<file path="src/rtl/vga_pin_driver_if.sv">
// Pixel/sync/audio bundle between the demo generator (master) and the pin driver (slave).
// The driver reduces IN_BITS-per-channel colour to the 2-bit pmod pins.
interface vga_pin_driver_if #(
   parameter int unsigned IN_BITS = 4
);
   logic [3*IN_BITS-1:0] rgb;
   logic                 hsync;
   logic                 vsync;
   logic                 blank;
   logic                 pwm_in;
   logic [1:0]           mode;
   logic [7:0]           uo_out;
   logic [7:0]           uio_out;
   logic [7:0]           uio_oe;
   logic                 pix_en;

   modport master (
      output rgb, hsync, vsync, blank, pwm_in, mode,
      input  uo_out, uio_out, uio_oe, pix_en
   );

   modport slave (
      input  rgb, hsync, vsync, blank, pwm_in, mode,
      output uo_out, uio_out, uio_oe, pix_en
   );
endinterface

</file>
<file path="src/rtl/vga_pin_driver.sv">
// Registered TinyVGA/audio pin stage: pixel divider, blanking, sync polarity and
// colour reduction to 2 bits per channel (truncate, ordered or frame-rotating dither).
module vga_pin_driver #(
   parameter int unsigned IN_BITS   = 4,
   parameter int unsigned PIXEL_DIV = 2,
   parameter bit          HSYNC_NEG = 1'b1,
   parameter bit          VSYNC_NEG = 1'b1
) (
   input logic            clk,
   input logic            rst_n,
   vga_pin_driver_if.slave bus
);
   localparam int unsigned   DivW    = (PIXEL_DIV > 1) ? $clog2(PIXEL_DIV) : 1;
   localparam int unsigned   FracW   = IN_BITS - 2;
   localparam logic [DivW-1:0] DivLast = DivW'(PIXEL_DIV - 1);
   localparam logic [7:0]    UoRst   = {HSYNC_NEG, 3'b000, VSYNC_NEG, 3'b000};

   logic [DivW-1:0] div_cnt_q, div_cnt_d;
   logic            x_par_q, x_par_d;
   logic            y_par_q, y_par_d;
   logic [1:0]      frame_q, frame_d;
   logic            hs_d_q, hs_d_d;
   logic            vs_d_q, vs_d_d;
   logic [7:0]      uo_q, uo_d;
   logic [7:0]      uio_q, uio_d;

   logic               pix_en;
   logic [1:0]         bayer, t2;
   logic               dith;
   logic [IN_BITS-1:0] r_in, g_in, b_in;
   logic [1:0]         r_o, g_o, b_o;

   assign r_in = bus.rgb[3*IN_BITS-1 -: IN_BITS];
   assign g_in = bus.rgb[2*IN_BITS-1 -: IN_BITS];
   assign b_in = bus.rgb[IN_BITS-1:0];

   // Threshold is t2 left-aligned into the fraction width; with no fraction bits the
   // comparison is always false, so every mode collapses to truncation.
   function automatic logic [1:0] reduce_chan(input logic [IN_BITS-1:0] v,
                                              input logic [1:0] thr_idx,
                                              input logic dither);
      logic [1:0]  hi;
      int unsigned frac, th, sum;
      hi   = v[IN_BITS-1 -: 2];
      frac = 32'(v) & ((32'd1 << FracW) - 32'd1);
      th   = (32'(thr_idx) << FracW) >> 2;
      sum  = 32'(hi) + ((dither && (frac > th)) ? 32'd1 : 32'd0);
      reduce_chan = (sum > 32'd3) ? 2'd3 : sum[1:0];
   endfunction

   always_comb begin
      pix_en    = (div_cnt_q == '0);
      div_cnt_d = (div_cnt_q == DivLast) ? '0 : div_cnt_q + 1'b1;

      bayer = {x_par_q ^ y_par_q, y_par_q};
      t2    = bayer;
      dith  = 1'b0;
      case (bus.mode)
         2'd1:    dith = 1'b1;
         2'd2: begin
            dith = 1'b1;
            t2   = bayer + frame_q;
         end
         default: dith = 1'b0;
      endcase

      r_o = reduce_chan(r_in, t2, dith);
      g_o = reduce_chan(g_in, t2, dith);
      b_o = reduce_chan(b_in, t2, dith);
      if (bus.blank) begin
         r_o = 2'd0;
         g_o = 2'd0;
         b_o = 2'd0;
      end

      x_par_d = x_par_q;
      y_par_d = y_par_q;
      frame_d = frame_q;
      hs_d_d  = hs_d_q;
      vs_d_d  = vs_d_q;
      uo_d    = uo_q;
      if (pix_en) begin
         uo_d    = {bus.hsync ^ HSYNC_NEG, b_o[0], g_o[0], r_o[0],
                    bus.vsync ^ VSYNC_NEG, b_o[1], g_o[1], r_o[1]};
         x_par_d = ~bus.blank & ~x_par_q;
         y_par_d = bus.vsync ? 1'b0 : (y_par_q ^ (bus.hsync & ~hs_d_q));
         frame_d = frame_q + {1'b0, bus.vsync & ~vs_d_q};
         hs_d_d  = bus.hsync;
         vs_d_d  = bus.vsync;
      end

      // Audio bypasses the pixel strobe.
      uio_d = {bus.pwm_in, 7'b0};
   end

   always_ff @(posedge clk or negedge rst_n) begin
      if (!rst_n) begin
         div_cnt_q <= '0;
         x_par_q   <= 1'b0;
         y_par_q   <= 1'b0;
         frame_q   <= 2'd0;
         hs_d_q    <= 1'b0;
         vs_d_q    <= 1'b0;
         uo_q      <= UoRst;
         uio_q     <= 8'h00;
      end else begin
         div_cnt_q <= div_cnt_d;
         x_par_q   <= x_par_d;
         y_par_q   <= y_par_d;
         frame_q   <= frame_d;
         hs_d_q    <= hs_d_d;
         vs_d_q    <= vs_d_d;
         uo_q      <= uo_d;
         uio_q     <= uio_d;
      end
   end

   assign bus.uo_out  = uo_q;
   assign bus.uio_out = uio_q;
   assign bus.uio_oe  = 8'h80;
   assign bus.pix_en  = pix_en;
endmodule

</file>
<file path="src/flat_wrapper.sv">
// flat-port wrapper written by rule: the top's interface ports become plain ports
module vga_pin_driver_flat 
#(
   parameter int unsigned IN_BITS   = 4,
   parameter int unsigned PIXEL_DIV = 2,
   parameter bit          HSYNC_NEG = 1'b1,
   parameter bit          VSYNC_NEG = 1'b1
)
  (clk, rst_n, bus_rgb, bus_hsync, bus_vsync, bus_blank, bus_pwm_in, bus_mode, bus_uo_out, bus_uio_out, bus_uio_oe, bus_pix_en);
  vga_pin_driver_if #(.IN_BITS(IN_BITS)) bus_i ();
  input logic clk;
  input logic rst_n;
  input wire logic [$bits(bus_i.rgb)-1:0] bus_rgb;
  input wire logic [$bits(bus_i.hsync)-1:0] bus_hsync;
  input wire logic [$bits(bus_i.vsync)-1:0] bus_vsync;
  input wire logic [$bits(bus_i.blank)-1:0] bus_blank;
  input wire logic [$bits(bus_i.pwm_in)-1:0] bus_pwm_in;
  input wire logic [$bits(bus_i.mode)-1:0] bus_mode;
  output wire logic [$bits(bus_i.uo_out)-1:0] bus_uo_out;
  output wire logic [$bits(bus_i.uio_out)-1:0] bus_uio_out;
  output wire logic [$bits(bus_i.uio_oe)-1:0] bus_uio_oe;
  output wire logic [$bits(bus_i.pix_en)-1:0] bus_pix_en;
  assign bus_i.rgb = bus_rgb;
  assign bus_i.hsync = bus_hsync;
  assign bus_i.vsync = bus_vsync;
  assign bus_i.blank = bus_blank;
  assign bus_i.pwm_in = bus_pwm_in;
  assign bus_i.mode = bus_mode;
  assign bus_uo_out = bus_i.uo_out;
  assign bus_uio_out = bus_i.uio_out;
  assign bus_uio_oe = bus_i.uio_oe;
  assign bus_pix_en = bus_i.pix_en;
  vga_pin_driver #(.IN_BITS(IN_BITS), .PIXEL_DIV(PIXEL_DIV), .HSYNC_NEG(HSYNC_NEG), .VSYNC_NEG(VSYNC_NEG)) u_core (.clk(clk), .rst_n(rst_n), .bus(bus_i));
endmodule
</file>
<file path="config.mk">
export PLATFORM = sky130hd
export DESIGN_NAME = vga_pin_driver_flat
export DESIGN_NICKNAME = d
export VERILOG_FILES = /design/src/rtl/vga_pin_driver_if.sv /design/src/rtl/vga_pin_driver.sv /design/src/flat_wrapper.sv
export SDC_FILE = /design/constraint.sdc
export NUM_CORES = 1
export LEC_CHECK = 0
export BUFFER_PORTS_ARGS = -buffer_cell sky130_fd_sc_hd__buf_2
export CORE_ASPECT_RATIO = 0.75
export CORE_MARGIN = 4
export CORE_UTILIZATION = 46
export CTS_BUF_LIST = sky130_fd_sc_hd__clkbuf_16
export DETAILED_ROUTE_END_ITERATION = 6
export PLACE_DENSITY = 0.79
export SLEW_MARGIN = 20
export SYNTH_ARGS = -nofsm -noshare
export SYNTH_HDL_FRONTEND = slang
export SYNTH_SLANG_ARGS = --single-unit
</file>
<file path="constraint.sdc">
create_clock -name clk -period 2.5 [get_ports clk]
set_input_delay 0.5 -clock clk [delete_from_list [all_inputs] [get_ports clk]]
set_output_delay 0.5 -clock clk [all_outputs]
set_load 0.01 [all_outputs]
</file>
# --- After elaboration in Yosys (flattened, before gate mapping) ---
# Cells that the tools add are included.
# W data, S select, Z words.
op_classes:
  addsub: 6
  n_lt_le_gt_ge: 6
  n_eq_ne: 2
  mux: 13
  bitwise_logic: 12
  n_reduce_logical: 4
op_table:
  columns: ["cell", "n"]
  rows:
  - ["$add A2 B32 Y32", 3]
  - ["$gt A32 B2 Y1 const B", 3]
  - ["$mux W2", 7]
  - ["$not A1 Y1", 7]
  - ["$gt A2 B2 Y1", 3]
  - ["$mux W1", 6]
  - ["$and A1 B1 Y1", 3]
  - ["$logic_and A1 B1 Y1", 3]
  - ["$add A2 B1 Y2", 1]
  - ["$add A2 B2 Y2", 1]
  - ["$eq A2 B1 Y1 const B", 1]
  - ["$eq A2 B2 Y1 const B", 1]
  - ["$reduce_or A2 Y1", 1]
  - ["$xor A1 B1 Y1", 2]
  - ["$add A1 B1 Y1 const B", 1]
word_totals:
  regBits: 16
  input_bits: 20
  wordCells: 51

# --- Depth between registers and ports, before layout ---
# Gate-level depths: netlist (run 1).
logic_depth:
  ltp_word: 10
  depth_mapped: 10
  depth_no_buf: 10

# --- Least setup slack after synthesis (run 1) ---
# Ideal clock, no wire load.
synth_timing:
  path_kind: "input -> register"
  from: "input bus_mode[0]"
  to: "register u_core.uo_q[6], in the netlist u_core.bus.uo_out[6]"
  setup_ns: 0.122
  arrival_ns: 1.967
  setup_slack_ns: 0.410
  path_stages: 8
  path_buffers: 0
  path_cell_list: "inv_1 -> ha_1 -> mux2_2 -> ha_1 -> a211oi_1 -> ha_1 -> a21oi_1 -> o21ai_1"
synth_via:
  elab_chain_len: 9
  elab_cells_between_ends: 12
  cone_classes: "add/sub (1); order compare (2); eq/ne (2); mux (5); reduce/logical (2)"
synth_rtl:
  columns: ["item", "line_no", "rtl"]
  rows:
  - ["start: declaration", "flat_wrapper.sv:18", "input wire logic [$bits(bus_i.mode)-1:0] bus_mode;"]
  - ["$eq A2 B2 Y1 or $eq A2 B1 Y1 (tied branches)", "vga_pin_driver.sv:58", "case (bus.mode)"]
  - ["$mux W2 or $reduce_or A2 Y1 (tied branches)", null, null]
  - ["$gt A2 B2 Y1 or $mux W1 (tied branches)", "vga_pin_driver.sv:47, vga_pin_driver.sv:58", null]
  - ["$logic_and A1 B1 Y1 (*)", "vga_pin_driver.sv:47", "sum = 32'(hi) + ((dither && (frac > th)) ? 32'd1 : 32'd0);"]
  - ["$mux W1 (*)", "vga_pin_driver.sv:47", null]
  - ["$add A2 B32 Y32 (*)", "vga_pin_driver.sv:47", null]
  - ["$gt A32 B2 Y1", "vga_pin_driver.sv:48", "reduce_chan = (sum > 32'd3) ? 2'd3 : sum[1:0];"]
  - ["$mux W2 (*)", "vga_pin_driver.sv:48", null]
  - ["$mux W2 (*)", "vga_pin_driver.sv:70", "if (bus.blank) begin"]
  - ["end signal: assignment", "vga_pin_driver.sv:104", "uo_q <= UoRst;"]
  - ["end signal: assignment", "vga_pin_driver.sv:113", "uo_q <= uo_d;"]
  - ["end: declaration", "vga_pin_driver.sv:24", "logic [7:0] uo_q, uo_d;"]
# Every way passes the cells marked *; elsewhere a longest branch is shown, timed or not.
# A chain may end at the register's enable or synchronous reset.

# --- Worst setup path in the final report (run 1) ---
layout_timing:
  from: "register u_core.y_par_q"
  to: "register u_core.uo_q[6], in the netlist u_core.bus.uo_out[6]"
layout_via:
  elab_chain_len: 10
layout_rtl:
  columns: ["item", "line_no", "rtl"]
  rows:
  - ["start: declaration", "vga_pin_driver.sv:20", "logic y_par_q, y_par_d;"]
  - ["start signal: assignment", "vga_pin_driver.sv:109", "y_par_q <= y_par_d;"]
  - ["$xor A1 B1 Y1", "vga_pin_driver.sv:55", "bayer = {x_par_q ^ y_par_q, y_par_q};"]
  - ["$add A2 B2 Y2", "vga_pin_driver.sv:62", "t2 = bayer + frame_q;"]
  - ["$mux W2 (*)", "vga_pin_driver.sv:58", null]
  - ["$gt A2 B2 Y1 (*)", "vga_pin_driver.sv:47", null]
  - ["$logic_and A1 B1 Y1 (*)", "vga_pin_driver.sv:47", null]
  - ["$mux W1 (*)", "vga_pin_driver.sv:47", null]
  - ["$add A2 B32 Y32 (*)", "vga_pin_driver.sv:47", null]
  - ["$gt A32 B2 Y1", "vga_pin_driver.sv:48", null]
  - ["$mux W2 (*)", "vga_pin_driver.sv:48", null]
  - ["$mux W2 (*)", "vga_pin_driver.sv:70", null]
# Marked as above.

==> results of run 1 <==
## per-layer routing
layer | vias up | track usage [%] | share of wire (%)
met4 | 0 | 3.25 | 0.72
met1 | 329 | 14.0 | 41
met3 | 3 | 5.56 | 7.7
met2 | 24 | 23.4 | 50
li1 | 367 | - | -
met5 | - | 0 | 0
## cell families after synthesis
group,count (synthesis)
buffers and inverters,25
AOI/OAI and AO/OA,20
and+or+nand+nor,18
DFF,16
adders and majority gates,12
xor gates and xnor gates,4
muxes,4
other,2
## registers in the layout, summed over array words and instances, names as in the netlist
signal	flops
u_core.hs_d_q	1
u_core.vs_d_q	1
u_core.div_cnt_q	1
u_core.frame_q	2
u_core.bus.uo_out	8
u_core.bus.uio_out	1
u_core.x_par_q	1
u_core.y_par_q	1
## layout make-up
type / instances / area (µm²) / area share (%)
repair buffers: 30 / 153 / 12.9
multi-input cells: 73 / 493 / 41.5
flip-flops and latches: 16 / 403 / 33.9
inverters: 8 / 30.0 / 2.53
clock buffers: 3 / 75.1 / 6.32
clock inverters: 1 / 3.75 / 0.316
well taps: 24 / 30.0 / 2.53
## stage by stage
step	instances	power (µW)	worst slack (ns)	area, µm²
2_1_floorplan	114	498	0.410	1060
4_1_cts	155	864	0.215	1190
6_report	155	852	0.263	1190
3_3_place_gp	151	541	0.153	1110
3_5_place_dp	151	553	0.0931	1110
5_1_grt	155	910	0.0811	1190
## where the power goes
group | switching, µW | internal, µW | leakage (µW)
clock | 94.6 | 212 | 0.0000423
combinational | 113 | 109 | 0.000421
sequential | 26.1 | 298 | 0.000191
## final timing paths
check,from,endpoint,cells past startpoint
max,u_core.y_par_q,u_core.bus.uo_out[6],10
min,rst_n,u_core.x_par_q,1
max reg2reg,u_core.y_par_q,u_core.bus.uo_out[6],10
min reg2reg,u_core.div_cnt_q,u_core.div_cnt_q,1
max in group asynchronous,rst_n,u_core.bus.uo_out[7],1
min in group clk,bus_pwm_in,u_core.bus.uio_out[7],1
## layout by cell type, fill, tap and decap left out, drive strengths merged, types with 3 or more instances in the layout
cell / netlist / final
buf: 17 / 30
conb: 2 / 15
dfrtp: 14 / 14
ha: 12 / 12
nand2: 11 / 11
inv: 8 / 9
o21ai: 7 / 7
a21oi: 6 / 6
mux2: 4 / 4
xnor2: 3 / 3
a211oi: 3 / 3
nor2: 3 / 3
o31ai: 3 / 3
clkbuf: 0 / 3
==> flow_summary.html, run 1 <==
<table>
<tr><th>Metric</th><th>Value</th></tr>
<tr><th colspan="2">Clock network</th></tr>
<tr><td>TritonCTS clock tree</td><td>yes</td></tr>
<tr><td>Clock net sink count</td><td>16</td></tr>
<tr><td>Maximum level of the CTS H-tree</td><td>1</td></tr>
<tr><td>Max Buffers Root-to-Sink</td><td>2</td></tr>
<tr><td>Clock root buffer</td><td>clkbuf_16</td></tr>
<tr><td>Worst-path clk slew</td><td>approximately 0.05 ns</td></tr>
<tr><td>Hold-fix buffer count after cts</td><td>0</td></tr>
<tr><td>Total clock buffers created by CTS</td><td>3</td></tr>
<tr><td>Buffers inserted by post-CTS timing repair</td><td>0</td></tr>
<tr><td>CTS-repair resized insts</td><td>0</td></tr>
<tr><td>Insertion delay of the later-clocked pin in the worst-skew pair</td><td>0.24 ns</td></tr>
<tr><th colspan="2">Outcome</th></tr>
<tr><td>Result of the run</td><td>completed</td></tr>
<tr><th colspan="2">Route</th></tr>
<tr><td>Post-DR wirelength/cell</td><td>11.6 µm</td></tr>
<tr><td>Via total after detailed routing</td><td>723</td></tr>
<tr><td>DRC errors left</td><td>0</td></tr>
<tr><td>Routed wire length</td><td>1800 µm</td></tr>
<tr><td>Initial DRC Count</td><td>29</td></tr>
<tr><td>Number of antenna-violating nets in the routed design</td><td>0</td></tr>
<tr><td>First-pass iteration count of the detailed router</td><td>3</td></tr>
<tr><td>Post-DR vias/cell</td><td>4.66</td></tr>
<tr><th colspan="2">Placed design</th></tr>
<tr><td>Quantity of I/O buffers inserted on ports</td><td>29</td></tr>
<tr><td>Gpl congestion</td><td>0.764</td></tr>
<tr><td>Post-detailed-placement half-perimeter wirelength</td><td>roughly 1400 µm</td></tr>
<tr><th colspan="2">STA</th></tr>
<tr><td>Worst hold slack</td><td>between 0.15 and 0.2 ns</td></tr>
<tr><td>Setup TNS</td><td>0 ns</td></tr>
<tr><td>Maximum operating frequency</td><td>0.447 GHz</td></tr>
<tr><td>Total setup violations reported at the end of the flow</td><td>0</td></tr>
<tr><td>Setup repair after global routing missed its margin</td><td>no</td></tr>
<tr><td>Final max-slew violation count</td><td>0</td></tr>
<tr><td>Number of hold violations in the final report</td><td>0</td></tr>
<tr><td>Clk_skew</td><td>0.00433 ns</td></tr>
<tr><td>Period minus WS final</td><td>2.24 ns</td></tr>
<tr><td>Tcrit/Tclk final</td><td>89.5%</td></tr>
<tr><th colspan="2">Synthesis</th></tr>
<tr><td>Adder-Cell Fraction of Synth Area</td><td>approximately 15%</td></tr>
<tr><td>Main flop type after synthesis</td><td>dfrtp_1</td></tr>
<tr><td>Synth Cell Area</td><td>between 1000 and 1500 µm²</td></tr>
<tr><td>Flip-flop and latch count after synthesis</td><td>16</td></tr>
<tr><td>Most frequent cells after synthesis</td><td>buf_4 (15), dfrtp_1 (14), ha_1 (12), nand2_1 (11), inv_1 (7)</td></tr>
<tr><td>Async set or reset register ratio after synthesis</td><td>100%</td></tr>
<tr><td>Area fraction of the dominant cell type after synthesis</td><td>between 30% and 40%</td></tr>
<tr><td>Post-synth top area cell</td><td>dfrtp_1</td></tr>
<tr><td>Number of enable-type register cells in the synthesized netlist</td><td>0</td></tr>
<tr><td>Dominant combinational cell family by area after synthesis</td><td>buffers and inverters</td></tr>
<tr><td>Warning count from the yosys run</td><td>0</td></tr>
<tr><td>Fraction of the yosys area taken by sequential cells</td><td>39.8%</td></tr>
<tr><td>Xor/xnor share of the synthesized area</td><td>3.46%</td></tr>
<tr><td>Count of unique library cells instantiated by Yosys</td><td>23</td></tr>
<tr><td>Main area contributors after synthesis</td><td>dfrtp_1 (35%), ha_1 (15%), buf_4 (11%)</td></tr>
<tr><td>Simple-gate area share of the yosys netlist</td><td>7.54%</td></tr>
<tr><td>Count leader, synth</td><td>buf_4</td></tr>
<tr><td>Synthesized area per cell</td><td>10.0 µm²</td></tr>
<tr><td>Cells after synthesis</td><td>101</td></tr>
<tr><td>Share of synthesized area spent on multiplexers</td><td>around 5.6%</td></tr>
<tr><td>Area fraction in compound gates after synthesis</td><td>11.7%</td></tr>
<tr><th colspan="2">Global routing</th></tr>
<tr><td>Maximum number of pins on one net before global-route repair</td><td>20</td></tr>
<tr><td>Vias in the first global route</td><td>755</td></tr>
<tr><td>Total gr overflow</td><td>0</td></tr>
<tr><td>Wire length of the first global-routing pass</td><td>3180 µm</td></tr>
<tr><td>Initial antenna violation count</td><td>0</td></tr>
<tr><td>Aggregate global-route resource usage</td><td>13.1%</td></tr>
<tr><th colspan="2">Worst setup path</th></tr>
<tr><td>Peak fanout along the critical path</td><td>5</td></tr>
<tr><td>Setup slack, reg-to-reg</td><td>0.26 ns</td></tr>
<tr><td>CP Data Required Time</td><td>2.63 ns</td></tr>
<tr><td>Arrival time at the worst endpoint</td><td>2.37 ns</td></tr>
<tr><td>Critical path, cell by cell</td><td>ha_1 -&gt; xor2_1 -&gt; nand2_1 -&gt; xnor2_1 -&gt; ha_1 -&gt; a21oi_1 -&gt; a211oi_1 -&gt; ha_1 -&gt; a21oi_1 -&gt; o21ai_1</td></tr>
<tr><td>Path type of the worst setup path</td><td>flop to flop</td></tr>
<tr><td>Worst stage delay on the critical path</td><td>0.42 ns</td></tr>
<tr><td>Bufs and invs on worst path</td><td>0</td></tr>
<tr><td>Launching element type of the critical path</td><td>flop</td></tr>
<tr><td>Critical path capture point type</td><td>flop</td></tr>
<tr><td>Most common cell type on the critical path</td><td>ha_1</td></tr>
<tr><td>Largest delay contributor family on the critical path</td><td>adder cells</td></tr>
<tr><td>Slowest stage cell, crit path</td><td>dfrtp_1</td></tr>
<tr><th colspan="2">Min path</th></tr>
<tr><td>Worst hold-check path type</td><td>input pin to asynchronous set/reset pin</td></tr>
<tr><th colspan="2">Flow run</th></tr>
<tr><td>Number of violations of the max-capacitance limit</td><td>0</td></tr>
<tr><th colspan="2">Floorplan</th></tr>
<tr><td>Num ports</td><td>45</td></tr>
<tr><td>Cell Rows</td><td>14</td></tr>
<tr><td>Floorplan Core Area</td><td>about 2000 µm²</td></tr>
<tr><td>Height of the die</td><td>48.6 µm</td></tr>
<tr><td>Chip width</td><td>62.2 µm</td></tr>
<tr><td>Die outline area</td><td>3020 µm²</td></tr>
<tr><td>Starting density of the core</td><td>49.4%</td></tr>
<tr><th colspan="2">Layout</th></tr>
<tr><td>Number of fill cells</td><td>180</td></tr>
<tr><td>Proportion of layout cells with a drive suffix above 1</td><td>30.5%</td></tr>
<tr><td>Count of antenna diodes in the layout</td><td>0</td></tr>
<tr><td>Number of nets in the layout</td><td>164</td></tr>
<tr><td>Final core utilization</td><td>57.9%</td></tr>
<tr><td>P&amp;R area growth vs syn</td><td>17.3%</td></tr>
<tr><th colspan="2">Power and ir drop</th></tr>
<tr><td>Worst ir drop on vdd</td><td>~560 µV</td></tr>
<tr><td>Pwr per Cell Area</td><td>about 700 nW/µm²</td></tr>
<tr><td>Static Leak</td><td>0.000655 µW</td></tr>
</table>
Power figures use the tool's default switching activity.
==> inputs of run 2 (changes only) <==
--- a/config.mk
+++ b/config.mk
@@ -8,10 +8,10 @@
 export BUFFER_PORTS_ARGS = -buffer_cell sky130_fd_sc_hd__buf_2
 export CORE_ASPECT_RATIO = 0.75
 export CORE_MARGIN = 4
-export CORE_UTILIZATION = 46
+export CORE_UTILIZATION = 42
 export CTS_BUF_LIST = sky130_fd_sc_hd__clkbuf_16
 export DETAILED_ROUTE_END_ITERATION = 6
-export PLACE_DENSITY = 0.79
+export PLACE_DENSITY = 0.76
 export SLEW_MARGIN = 20
 export SYNTH_ARGS = -nofsm -noshare
 export SYNTH_HDL_FRONTEND = slang
==> constraint.sdc (replaced) <==
create_clock -name clk -period 1.86 [get_ports clk]
set_input_delay 0.372 -clock clk [delete_from_list [all_inputs] [get_ports clk]]
set_output_delay 0.372 -clock clk [all_outputs]
set_load 0.01 [all_outputs]
==> run 2 against run 1 <==
The run now ends with setup timing left. Cell area increased by 8.1%. Clock skew is 0.00055 ns lower. Register-to-register slack worse by 0.53 ns. Sequential share of layout area decreased by 2.5 points. Clock power rose by 33%. Global-route usage grew 0.052 points. Largest cell class unchanged.
==> flow_summary.html, run 2 (same netlist as run 1, synthesis figures left out) <==
<table>
<tr><th>Metric</th><th>Value</th></tr>
<tr><th colspan="2">Outcome</th></tr>
<tr><td>Result of the run</td><td>finished, violations left (was completed)</td></tr>
<tr><td>Violations in the final reports</td><td>setup timing</td></tr>
<tr><th colspan="2">Power and ir drop</th></tr>
<tr><td>Pwr per Cell Area</td><td>987 nW/µm² (was 718 nW/µm²)</td></tr>
<tr><td>Switching portion of total power</td><td>28.6% (was 27.4%)</td></tr>
<tr><td>Worst ir drop on vdd</td><td>605 µV (was 563 µV)</td></tr>
<tr><td>Internal Dissipation</td><td>905 µW (was 618 µW)</td></tr>
<tr><td>Clk network pwr share</td><td>32.1% (was 35.9%)</td></tr>
<tr><td>Static Leak</td><td>0.000682 µW (was 0.000655 µW)</td></tr>
<tr><td>Relative contribution of combinational cells to total power</td><td>33.9% (was 26.0%)</td></tr>
<tr><td>Proportion of power drawn by flip-flops and latches</td><td>33.9% (was 38.1%)</td></tr>
<tr><td>Switching power total</td><td>362 µW (was 234 µW)</td></tr>
<tr><th colspan="2">Global routing</th></tr>
<tr><td>Wire length of the first global-routing pass</td><td>3230 µm (was 3180 µm)</td></tr>
<tr><td>Maximum number of pins on one net before global-route repair</td><td>17 (was 20)</td></tr>
<tr><td>Initial antenna violation count</td><td>0 (unchanged)</td></tr>
<tr><td>Vias in the first global route</td><td>748 (was 755)</td></tr>
<tr><td>Total gr overflow</td><td>0 (unchanged)</td></tr>
<tr><td>Aggregate global-route resource usage</td><td>13.1% (about the same)</td></tr>
<tr><th colspan="2">Clock network</th></tr>
<tr><td>Clock net sink count</td><td>16 (unchanged)</td></tr>
<tr><td>Worst-path clk slew</td><td>0.05 ns (about the same)</td></tr>
<tr><td>Clock root buffer</td><td>clkbuf_16 (unchanged)</td></tr>
<tr><td>Insertion delay of the later-clocked pin in the worst-skew pair</td><td>0.24 ns (about the same)</td></tr>
<tr><td>Max Buffers Root-to-Sink</td><td>2 (unchanged)</td></tr>
<tr><td>Total clock buffers created by CTS</td><td>3 (unchanged)</td></tr>
<tr><td>Maximum level of the CTS H-tree</td><td>1 (unchanged)</td></tr>
<tr><td>TritonCTS clock tree</td><td>yes (unchanged)</td></tr>
<tr><th colspan="2">Layout</th></tr>
<tr><td>Final core utilization</td><td>56.1% (was 57.9%)</td></tr>
<tr><td>Area of all sequential standard cells</td><td>403 µm² (unchanged)</td></tr>
<tr><td>Count of antenna diodes in the layout</td><td>0 (unchanged)</td></tr>
<tr><td>Leading cell type in the layout, fill and taps excluded</td><td>buf_2 (unchanged)</td></tr>
<tr><td>Number of fill cells</td><td>214 (was 180)</td></tr>
<tr><td>P&amp;R area growth vs syn</td><td>26.8% (was 17.3%)</td></tr>
<tr><td>Number of flip-flops in the largest register</td><td>8 (unchanged)</td></tr>
<tr><td>Area occupied by multi-input gates</td><td>547 µm² (was 493 µm²)</td></tr>
<tr><td>Proportion of layout cells with a drive suffix above 1</td><td>42.2% (was 30.5%)</td></tr>
<tr><td>Commonest cells after routing, fill and taps aside</td><td>buf_2 (29), conb_1 (15), dfrtp_1 (14), nand2_1 (11), ha_1 (10) (was buf_2 (29), conb_1 (15), dfrtp_1 (14), ha_1 (12), nand2_1 (11))</td></tr>
<tr><td>Number of nets in the layout</td><td>168 (was 164)</td></tr>
<tr><th colspan="2">Floorplan</th></tr>
<tr><td>Cell Rows</td><td>15 (was 14)</td></tr>
<tr><td>Height of the die</td><td>50.5 µm (was 48.6 µm)</td></tr>
<tr><td>Floorplan Core Area</td><td>2290 µm² (was 2050 µm²)</td></tr>
<tr><td>Die outline area</td><td>3270 µm² (was 3020 µm²)</td></tr>
<tr><td>Num ports</td><td>45 (unchanged)</td></tr>
<tr><td>Starting density of the core</td><td>44.2% (was 49.4%)</td></tr>
<tr><td>Chip width</td><td>64.7 µm (was 62.2 µm)</td></tr>
<tr><th colspan="2">STA</th></tr>
<tr><td>Number of hold violations in the final report</td><td>0 (unchanged)</td></tr>
<tr><td>Setup ws final</td><td>-0.271 ns (was 0.263 ns)</td></tr>
<tr><td>Total setup violations reported at the end of the flow</td><td>6 (was 0)</td></tr>
<tr><td>Setup repair after global routing missed its margin</td><td>yes (was no)</td></tr>
<tr><td>Maximum operating frequency</td><td>0.469 GHz (was 0.447 GHz)</td></tr>
<tr><td>Final max-slew violation count</td><td>0 (unchanged)</td></tr>
<tr><td>Tcrit/Tclk final</td><td>115% (was 89.5%)</td></tr>
<tr><td>Period minus WS final</td><td>2.13 ns (was 2.24 ns)</td></tr>
<tr><td>Worst hold slack</td><td>0.0322 ns (was 0.160 ns)</td></tr>
<tr><td>Clk_skew</td><td>0.00379 ns (was 0.00433 ns)</td></tr>
<tr><th colspan="2">Route</th></tr>
<tr><td>Initial DRC Count</td><td>22 (was 29)</td></tr>
<tr><td>Post-DR vias/cell</td><td>4.49 (was 4.66)</td></tr>
<tr><td>Post-DR wirelength/cell</td><td>12.1 µm (was 11.6 µm)</td></tr>
<tr><td>First-pass iteration count of the detailed router</td><td>4 (was 3)</td></tr>
<tr><td>DRC errors left</td><td>0 (unchanged)</td></tr>
<tr><td>Number of antenna-violating nets in the routed design</td><td>0 (unchanged)</td></tr>
<tr><td>Routed wire length</td><td>2050 µm (was 1800 µm)</td></tr>
<tr><td>Via total after detailed routing</td><td>758 (was 723)</td></tr>
<tr><th colspan="2">Worst setup path</th></tr>
<tr><td>CP Data Required Time</td><td>1.99 ns (was 2.63 ns)</td></tr>
<tr><td>Arrival time at the worst endpoint</td><td>2.26 ns (was 2.37 ns)</td></tr>
<tr><td>Largest delay contributor family on the critical path</td><td>adder cells (unchanged)</td></tr>
<tr><td>Worst stage delay on the critical path</td><td>0.39 ns (was 0.42 ns)</td></tr>
<tr><td>Critical path capture point type</td><td>flop (unchanged)</td></tr>
<tr><td>Slowest stage cell, crit path</td><td>dfrtp_1 (unchanged)</td></tr>
<tr><td>Peak fanout along the critical path</td><td>3 (was 5)</td></tr>
<tr><td>Bufs and invs on worst path</td><td>0 (unchanged)</td></tr>
<tr><td>Launching element type of the critical path</td><td>flop (unchanged)</td></tr>
<tr><td>Path type of the worst setup path</td><td>flop to flop (unchanged)</td></tr>
<tr><td>Critical path, cell by cell</td><td>ha_2 -&gt; xor2_1 -&gt; nand2_1 -&gt; xnor2_2 -&gt; ha_1 -&gt; a21oi_2 -&gt; a211oi_2 -&gt; ha_2 -&gt; a21oi_2 -&gt; o21ai_1 (was ha_1 -&gt; xor2_1 -&gt; nand2_1 -&gt; xnor2_1 -&gt; ha_1 -&gt; a21oi_1 -&gt; a211oi_1 -&gt; ha_1 -&gt; a21oi_1 -&gt; o21ai_1)</td></tr>
<tr><th colspan="2">Placed design</th></tr>
<tr><td>Post-detailed-placement half-perimeter wirelength</td><td>1660 µm (was 1440 µm)</td></tr>
<tr><td>Gpl congestion</td><td>0.757 (was 0.764)</td></tr>
<tr><td>Quantity of I/O buffers inserted on ports</td><td>29 (unchanged)</td></tr>
<tr><td>Worst slack at placement</td><td>-0.367 ns (was 0.0931 ns)</td></tr>
<tr><th colspan="2">Flow run</th></tr>
<tr><td>Number of violations of the max-capacitance limit</td><td>0 (unchanged)</td></tr>
<tr><th colspan="2">Min path</th></tr>
<tr><td>Worst hold-check path type</td><td>input pin to asynchronous set/reset pin (unchanged)</td></tr>
</table>
==> run 2: path summary, 6_finish.rpt <==
| path | endpoint | depth (start not counted) | slack, ns | from |
|---|---|---|---|---|
| max in group asynchronous | u_core.bus.uo_out[7] | 1 | 1.52 | rst_n |
| worst max register to register | u_core.bus.uo_out[6] | 10 | -0.27 | u_core.y_par_q |
| min in group clk | u_core.bus.uio_out[7] | 1 | 0.24 | bus_pwm_in |
| worst max-delay path | u_core.bus.uo_out[6] | 10 | -0.27 | u_core.y_par_q |
| worst min register to register | u_core.bus.uo_out[3] | 2 | 0.47 | u_core.bus.uo_out[3] |
| worst min-delay path | u_core.bus.uo_out[6] | 1 | 0.03 | rst_n |
==> run 2: worst reg2reg max path, delay by kind of cell, from the launching register on <==
| kind | cells | cell delay (ns) |
|---|---|---|
| xor+xnor | 2 | 0.29 |
| compound gates | 4 | 0.40 |
| flops | 1 | 0.39 |
| fa+ha+maj | 3 | 0.84 |
| simple gates | 1 | 0.10 |
==> run 2: stage by stage <==
| step | TNS [ns] | power (µW) | cell area [µm²] | std cells |
|---|---|---|---|---|
| after floorplan | -0.771 | 676 | 1070 | 114 |
| after global placement | -1.61 | 772 | 1150 | 164 |
| after detailed placement | -1.93 | 793 | 1150 | 164 |
| after CTS | -1.54 | 1260 | 1260 | 169 |
| after global routing | -2.21 | 1350 | 1280 | 169 |
| final | -1.33 | 1270 | 1280 | 169 |
==> run 2: power by group through the flow <==
stage | registers, µW | clock network [µW] | logic (µW)
after floorplan | 448 | 0 | 228
after global placement | 434 | 0 | 338
after detailed placement | 438 | 0 | 356
after CTS | 432 | 419 | 407
after global routing | 437 | 441 | 476
final | 430 | 407 | 430
==> run 2: layer usage <==
layer / vias to the layer above / global-route usage (%) / share of wire, % / wire (µm)
li1: 377 / - / - / -
met1: 353 / 14.5 / 40 / 828
met2: 24 / 22.8 / 52 / 1070
met3: 4 / 4.92 / 6.5 / 134
met4: 0 / 5.26 / 0.97 / 20
met5: - / 0 / 0 / 0
==> run 2: timing repair <==
action,in CTS,in global routing
pin swaps,3,7
gates resized for setup,5,6
hold buffers,0,0
endpoints found under the setup margin,6,6
buffers inserted,1,0
==> run 2: layout make-up <==
class / instances / area share [%]
Clock buffer: 3 / 5.85
Clock inverter: 1 / 0.292
Timing Repair Buffer: 34 / 14.2
Inverter: 8 / 2.34
Tap cell: 34 / 3.31
Sequential cell: 16 / 31.4
Multi-Input combinational cell: 73 / 42.6
==> inputs of run 3 (changes only) <==
==> constraint.sdc (replaced) <==
create_clock -name clk -period 1.86 [get_ports clk]
set_input_delay 0.186 -clock clk [delete_from_list [all_inputs] [get_ports clk]]
set_output_delay 0.186 -clock clk [all_outputs]
set_load 0.01 [all_outputs]
==> run 3 against run 2 <==
The flow still finishes with violations (setup timing). Sequential cell count did not move. Utilization did not move. Fmax rose by 2.1%. Cell count rose by 1.2%. Clock power rose by 1%. Die area did not move. Critical path type unchanged. Largest cell class unchanged.
==> flow_summary.html, run 3 (same netlist as run 1, synthesis figures left out) <==
<table>
<tr><th>Metric</th><th>Value</th></tr>
<tr><th colspan="2">Outcome</th></tr>
<tr><td>Result of the run</td><td>finished, violations left (unchanged)</td></tr>
<tr><td>Violations in the final reports</td><td>setup timing (unchanged)</td></tr>
<tr><th colspan="2">Min path</th></tr>
<tr><td>Hold_sp</td><td>bus_pwm_in</td></tr>
<tr><td>Min-Delay Endpoint</td><td>u_core.bus.uio_out[7]</td></tr>
<tr><td>Worst hold-check path type</td><td>input pin to flop (was input pin to asynchronous set/reset pin)</td></tr>
<tr><td>Worst Hold Path Cells</td><td>1</td></tr>
<tr><th colspan="2">Power and ir drop</th></tr>
<tr><td>Static Leak</td><td>0.000691 µW (was 0.000682 µW)</td></tr>
<tr><td>Internal Dissipation</td><td>914 µW (was 905 µW)</td></tr>
<tr><td>Switching portion of total power</td><td>28.3% (was 28.6%)</td></tr>
<tr><td>Proportion of power drawn by flip-flops and latches</td><td>33.8% (was 33.9%)</td></tr>
<tr><td>Worst ir drop on vdd</td><td>561 µV (was 605 µV)</td></tr>
<tr><td>Clk network pwr share</td><td>32.2% (was 32.1%)</td></tr>
<tr><td>Relative contribution of combinational cells to total power</td><td>34.0% (was 33.9%)</td></tr>
<tr><td>Switching power total</td><td>361 µW (was 362 µW)</td></tr>
<tr><td>Pwr per Cell Area</td><td>993 nW/µm² (was 987 nW/µm²)</td></tr>
<tr><th colspan="2">Route</th></tr>
<tr><td>Post-DR wirelength/cell</td><td>11.6 µm (was 12.1 µm)</td></tr>
<tr><td>Initial DRC Count</td><td>34 (was 22)</td></tr>
<tr><td>Number of antenna-violating nets in the routed design</td><td>0 (unchanged)</td></tr>
<tr><td>DRC errors left</td><td>0 (unchanged)</td></tr>
<tr><td>First-pass iteration count of the detailed router</td><td>4 (unchanged)</td></tr>
<tr><td>Routed wire length</td><td>1980 µm (was 2050 µm)</td></tr>
<tr><td>Post-DR vias/cell</td><td>4.56 (was 4.49)</td></tr>
<tr><td>Via total after detailed routing</td><td>779 (was 758)</td></tr>
<tr><th colspan="2">Worst setup path</th></tr>
<tr><td>Setup slack, reg-to-reg</td><td>-0.23 ns (was -0.27 ns)</td></tr>
<tr><td>CP Data Required Time</td><td>1.99 ns (about the same)</td></tr>
<tr><td>Peak fanout along the critical path</td><td>3 (unchanged)</td></tr>
<tr><td>Source of the worst register-to-register timing path</td><td>u_core.frame_q[0] (was u_core.y_par_q)</td></tr>
<tr><td>Source of the critical timing path</td><td>u_core.frame_q[0] (was u_core.y_par_q)</td></tr>
<tr><td>Critical path, cell by cell</td><td>ha_2 -&gt; xor2_1 -&gt; nand2_1 -&gt; xnor2_2 -&gt; ha_1 -&gt; a21oi_2 -&gt; a211oi_2 -&gt; ha_1 -&gt; a21oi_1 -&gt; o21ai_1 (was ha_2 -&gt; xor2_1 -&gt; nand2_1 -&gt; xnor2_2 -&gt; ha_1 -&gt; a21oi_2 -&gt; a211oi_2 -&gt; ha_2 -&gt; a21oi_2 -&gt; o21ai_1)</td></tr>
<tr><td>Arrival time at the worst endpoint</td><td>2.22 ns (was 2.26 ns)</td></tr>
<tr><td>Most common cell type on the critical path</td><td>ha_1</td></tr>
<tr><td>Bufs and invs on worst path</td><td>0 (unchanged)</td></tr>
<tr><td>Worst stage delay on the critical path</td><td>0.38 ns (was 0.39 ns)</td></tr>
<tr><td>Launching element type of the critical path</td><td>flop (unchanged)</td></tr>
<tr><td>Depth of the most critical reg-to-reg path</td><td>10 (unchanged)</td></tr>
<tr><td>Path type of the worst setup path</td><td>flop to flop (unchanged)</td></tr>
<tr><td>Largest delay contributor family on the critical path</td><td>adder cells (unchanged)</td></tr>
<tr><td>Reg-to-reg critical path endpoint</td><td>u_core.bus.uo_out[6] (unchanged)</td></tr>
<tr><td>Slowest stage cell, crit path</td><td>dfrtp_1 (unchanged)</td></tr>
<tr><td>Critical path capture point type</td><td>flop (unchanged)</td></tr>
<tr><th colspan="2">Layout</th></tr>
<tr><td>P&amp;R area growth vs syn</td><td>26.8% (unchanged)</td></tr>
<tr><td>Number of flip-flops in the largest register</td><td>8 (unchanged)</td></tr>
<tr><td>Count of antenna diodes in the layout</td><td>0 (unchanged)</td></tr>
<tr><td>Proportion of layout cells with a drive suffix above 1</td><td>38.7% (was 42.2%)</td></tr>
<tr><td>Leading cell type in the layout, fill and taps excluded</td><td>buf_2 (unchanged)</td></tr>
<tr><td>Commonest cells after routing, fill and taps aside</td><td>buf_2 (29), conb_1 (15), dfrtp_1 (14), nand2_1 (11), ha_1 (11) (was buf_2 (29), conb_1 (15), dfrtp_1 (14), nand2_1 (11), ha_1 (10))</td></tr>
<tr><td>Number of fill cells</td><td>215 (was 214)</td></tr>
<tr><td>Number of nets in the layout</td><td>170 (was 168)</td></tr>
<tr><th colspan="2">Floorplan</th></tr>
<tr><td>Chip width</td><td>64.7 µm (unchanged)</td></tr>
<tr><td>Floorplan Core Area</td><td>2290 µm² (unchanged)</td></tr>
<tr><td>Height of the die</td><td>50.5 µm (unchanged)</td></tr>
<tr><td>Num ports</td><td>45 (unchanged)</td></tr>
<tr><td>Die outline area</td><td>3270 µm² (unchanged)</td></tr>
<tr><td>Starting density of the core</td><td>44.2% (unchanged)</td></tr>
<tr><td>Cell Rows</td><td>15 (unchanged)</td></tr>
<tr><th colspan="2">Clock network</th></tr>
<tr><td>Total clock buffers created by CTS</td><td>3 (unchanged)</td></tr>
<tr><td>Clock root buffer</td><td>clkbuf_16 (unchanged)</td></tr>
<tr><td>Worst-path clk slew</td><td>0.05 ns (about the same)</td></tr>
<tr><td>Max Buffers Root-to-Sink</td><td>2 (unchanged)</td></tr>
<tr><td>Clock net sink count</td><td>16 (unchanged)</td></tr>
<tr><td>Maximum level of the CTS H-tree</td><td>1 (unchanged)</td></tr>
<tr><td>Insertion delay of the later-clocked pin in the worst-skew pair</td><td>0.24 ns (about the same)</td></tr>
<tr><td>TritonCTS clock tree</td><td>yes (unchanged)</td></tr>
<tr><th colspan="2">Global routing</th></tr>
<tr><td>Initial antenna violation count</td><td>0 (unchanged)</td></tr>
<tr><td>Wire length of the first global-routing pass</td><td>3160 µm (was 3230 µm)</td></tr>
<tr><td>Maximum number of pins on one net before global-route repair</td><td>17 (unchanged)</td></tr>
<tr><td>Aggregate global-route resource usage</td><td>12.7% (was 13.1%)</td></tr>
<tr><td>Vias in the first global route</td><td>734 (was 748)</td></tr>
<tr><td>Total gr overflow</td><td>0 (unchanged)</td></tr>
<tr><th colspan="2">STA</th></tr>
<tr><td>Setup ws final</td><td>-0.228 ns (was -0.271 ns)</td></tr>
<tr><td>Number of hold violations in the final report</td><td>0 (unchanged)</td></tr>
<tr><td>Total setup violations reported at the end of the flow</td><td>6 (unchanged)</td></tr>
<tr><td>Final max-slew violation count</td><td>0 (unchanged)</td></tr>
<tr><td>Worst hold slack</td><td>0.0512 ns (was 0.0322 ns)</td></tr>
<tr><td>Period minus WS final</td><td>2.09 ns (was 2.13 ns)</td></tr>
<tr><td>Tcrit/Tclk final</td><td>112% (was 115%)</td></tr>
<tr><td>Setup TNS</td><td>-1.23 ns (was -1.33 ns)</td></tr>
<tr><td>Setup repair after global routing missed its margin</td><td>yes (unchanged)</td></tr>
<tr><td>Clk_skew</td><td>0.00510 ns (was 0.00379 ns)</td></tr>
<tr><td>Maximum operating frequency</td><td>0.479 GHz (was 0.469 GHz)</td></tr>
<tr><th colspan="2">Placed design</th></tr>
<tr><td>Quantity of I/O buffers inserted on ports</td><td>29 (unchanged)</td></tr>
<tr><td>Post-detailed-placement half-perimeter wirelength</td><td>1600 µm (was 1660 µm)</td></tr>
<tr><td>Gpl congestion</td><td>0.776 (was 0.757)</td></tr>
<tr><th colspan="2">Flow run</th></tr>
<tr><td>Number of violations of the max-capacitance limit</td><td>0 (unchanged)</td></tr>
</table>
==> run 3: what timing repair did <==
item / CTS / global route
pin swaps: 4 / 4
buffers inserted: 1 / 1
endpoints found under the hold margin: 14 / 0
hold buffers: 1 / 0
gates resized for setup: 4 / 2
endpoints found under the setup margin: 6 / 6
==> run 3: metal layers <==
layer  vias to the layer above  part of all wire, %  GRT usage [%]
met3                         0                  7.7           5.82
met4                         0                    0           2.11
met1                       374                   40           14.1
li1                        380                    -              -
met2                        25                   52           22.8
met5                         -                    0              0
==> run 3: stage by stage <==
step | instances | util [%] | instance area, µm² | setup slack [ns] | power (µW)
after floorplan | 114 | - | 1070 | -0.163 | 676
after CTS | 170 | 55.4 | 1270 | -0.244 | 1250
after detailed placement | 164 | 50.4 | 1150 | -0.287 | 791
after global placement | 164 | 50.4 | 1150 | -0.232 | 769
final | 171 | 56.1 | 1280 | -0.228 | 1270
after global routing | 171 | 56.1 | 1280 | -0.330 | 1350
==> run 3: worst max-delay path by stage <==
| stage | end | slack, ns | cells after the start |
|---|---|---|---|
| after global routing | u_core.bus.uo_out[5] | -0.33 | 10 |
| after detailed placement | u_core.bus.uo_out[4] | -0.29 | 10 |
| after global placement | u_core.bus.uo_out[5] | -0.23 | 9 |
| final | u_core.bus.uo_out[6] | -0.23 | 10 |
| after floorplan | u_core.bus.uo_out[6] | -0.16 | 10 |
| after CTS | u_core.bus.uo_out[6] | -0.24 | 10 |
==> run 3: cell type report <==
| class | count | area (µm²) | area share, % |
|---|---|---|---|
| Sequential cell | 16 | 403 | 31.4 |
| Tap cell | 34 | 42.5 | 3.31 |
| Timing Repair Buffer | 36 | 200 | 15.6 |
| Multi-Input combinational cell | 73 | 529 | 41.2 |
| Clock inverter | 1 | 3.75 | 0.292 |
| Clock buffer | 3 | 75.1 | 5.85 |
| Inverter | 8 | 30.0 | 2.34 |
==> run 3: power groups by stage <==
stage / Clock (µW) / Combinational [µW] / Sequential [µW]
floorplan: 0 / 228 / 448
global placement: 0 / 336 / 433
detailed placement: 0 / 355 / 436
CTS: 416 / 403 / 430
global route: 434 / 479 / 437
finish: 411 / 433 / 431
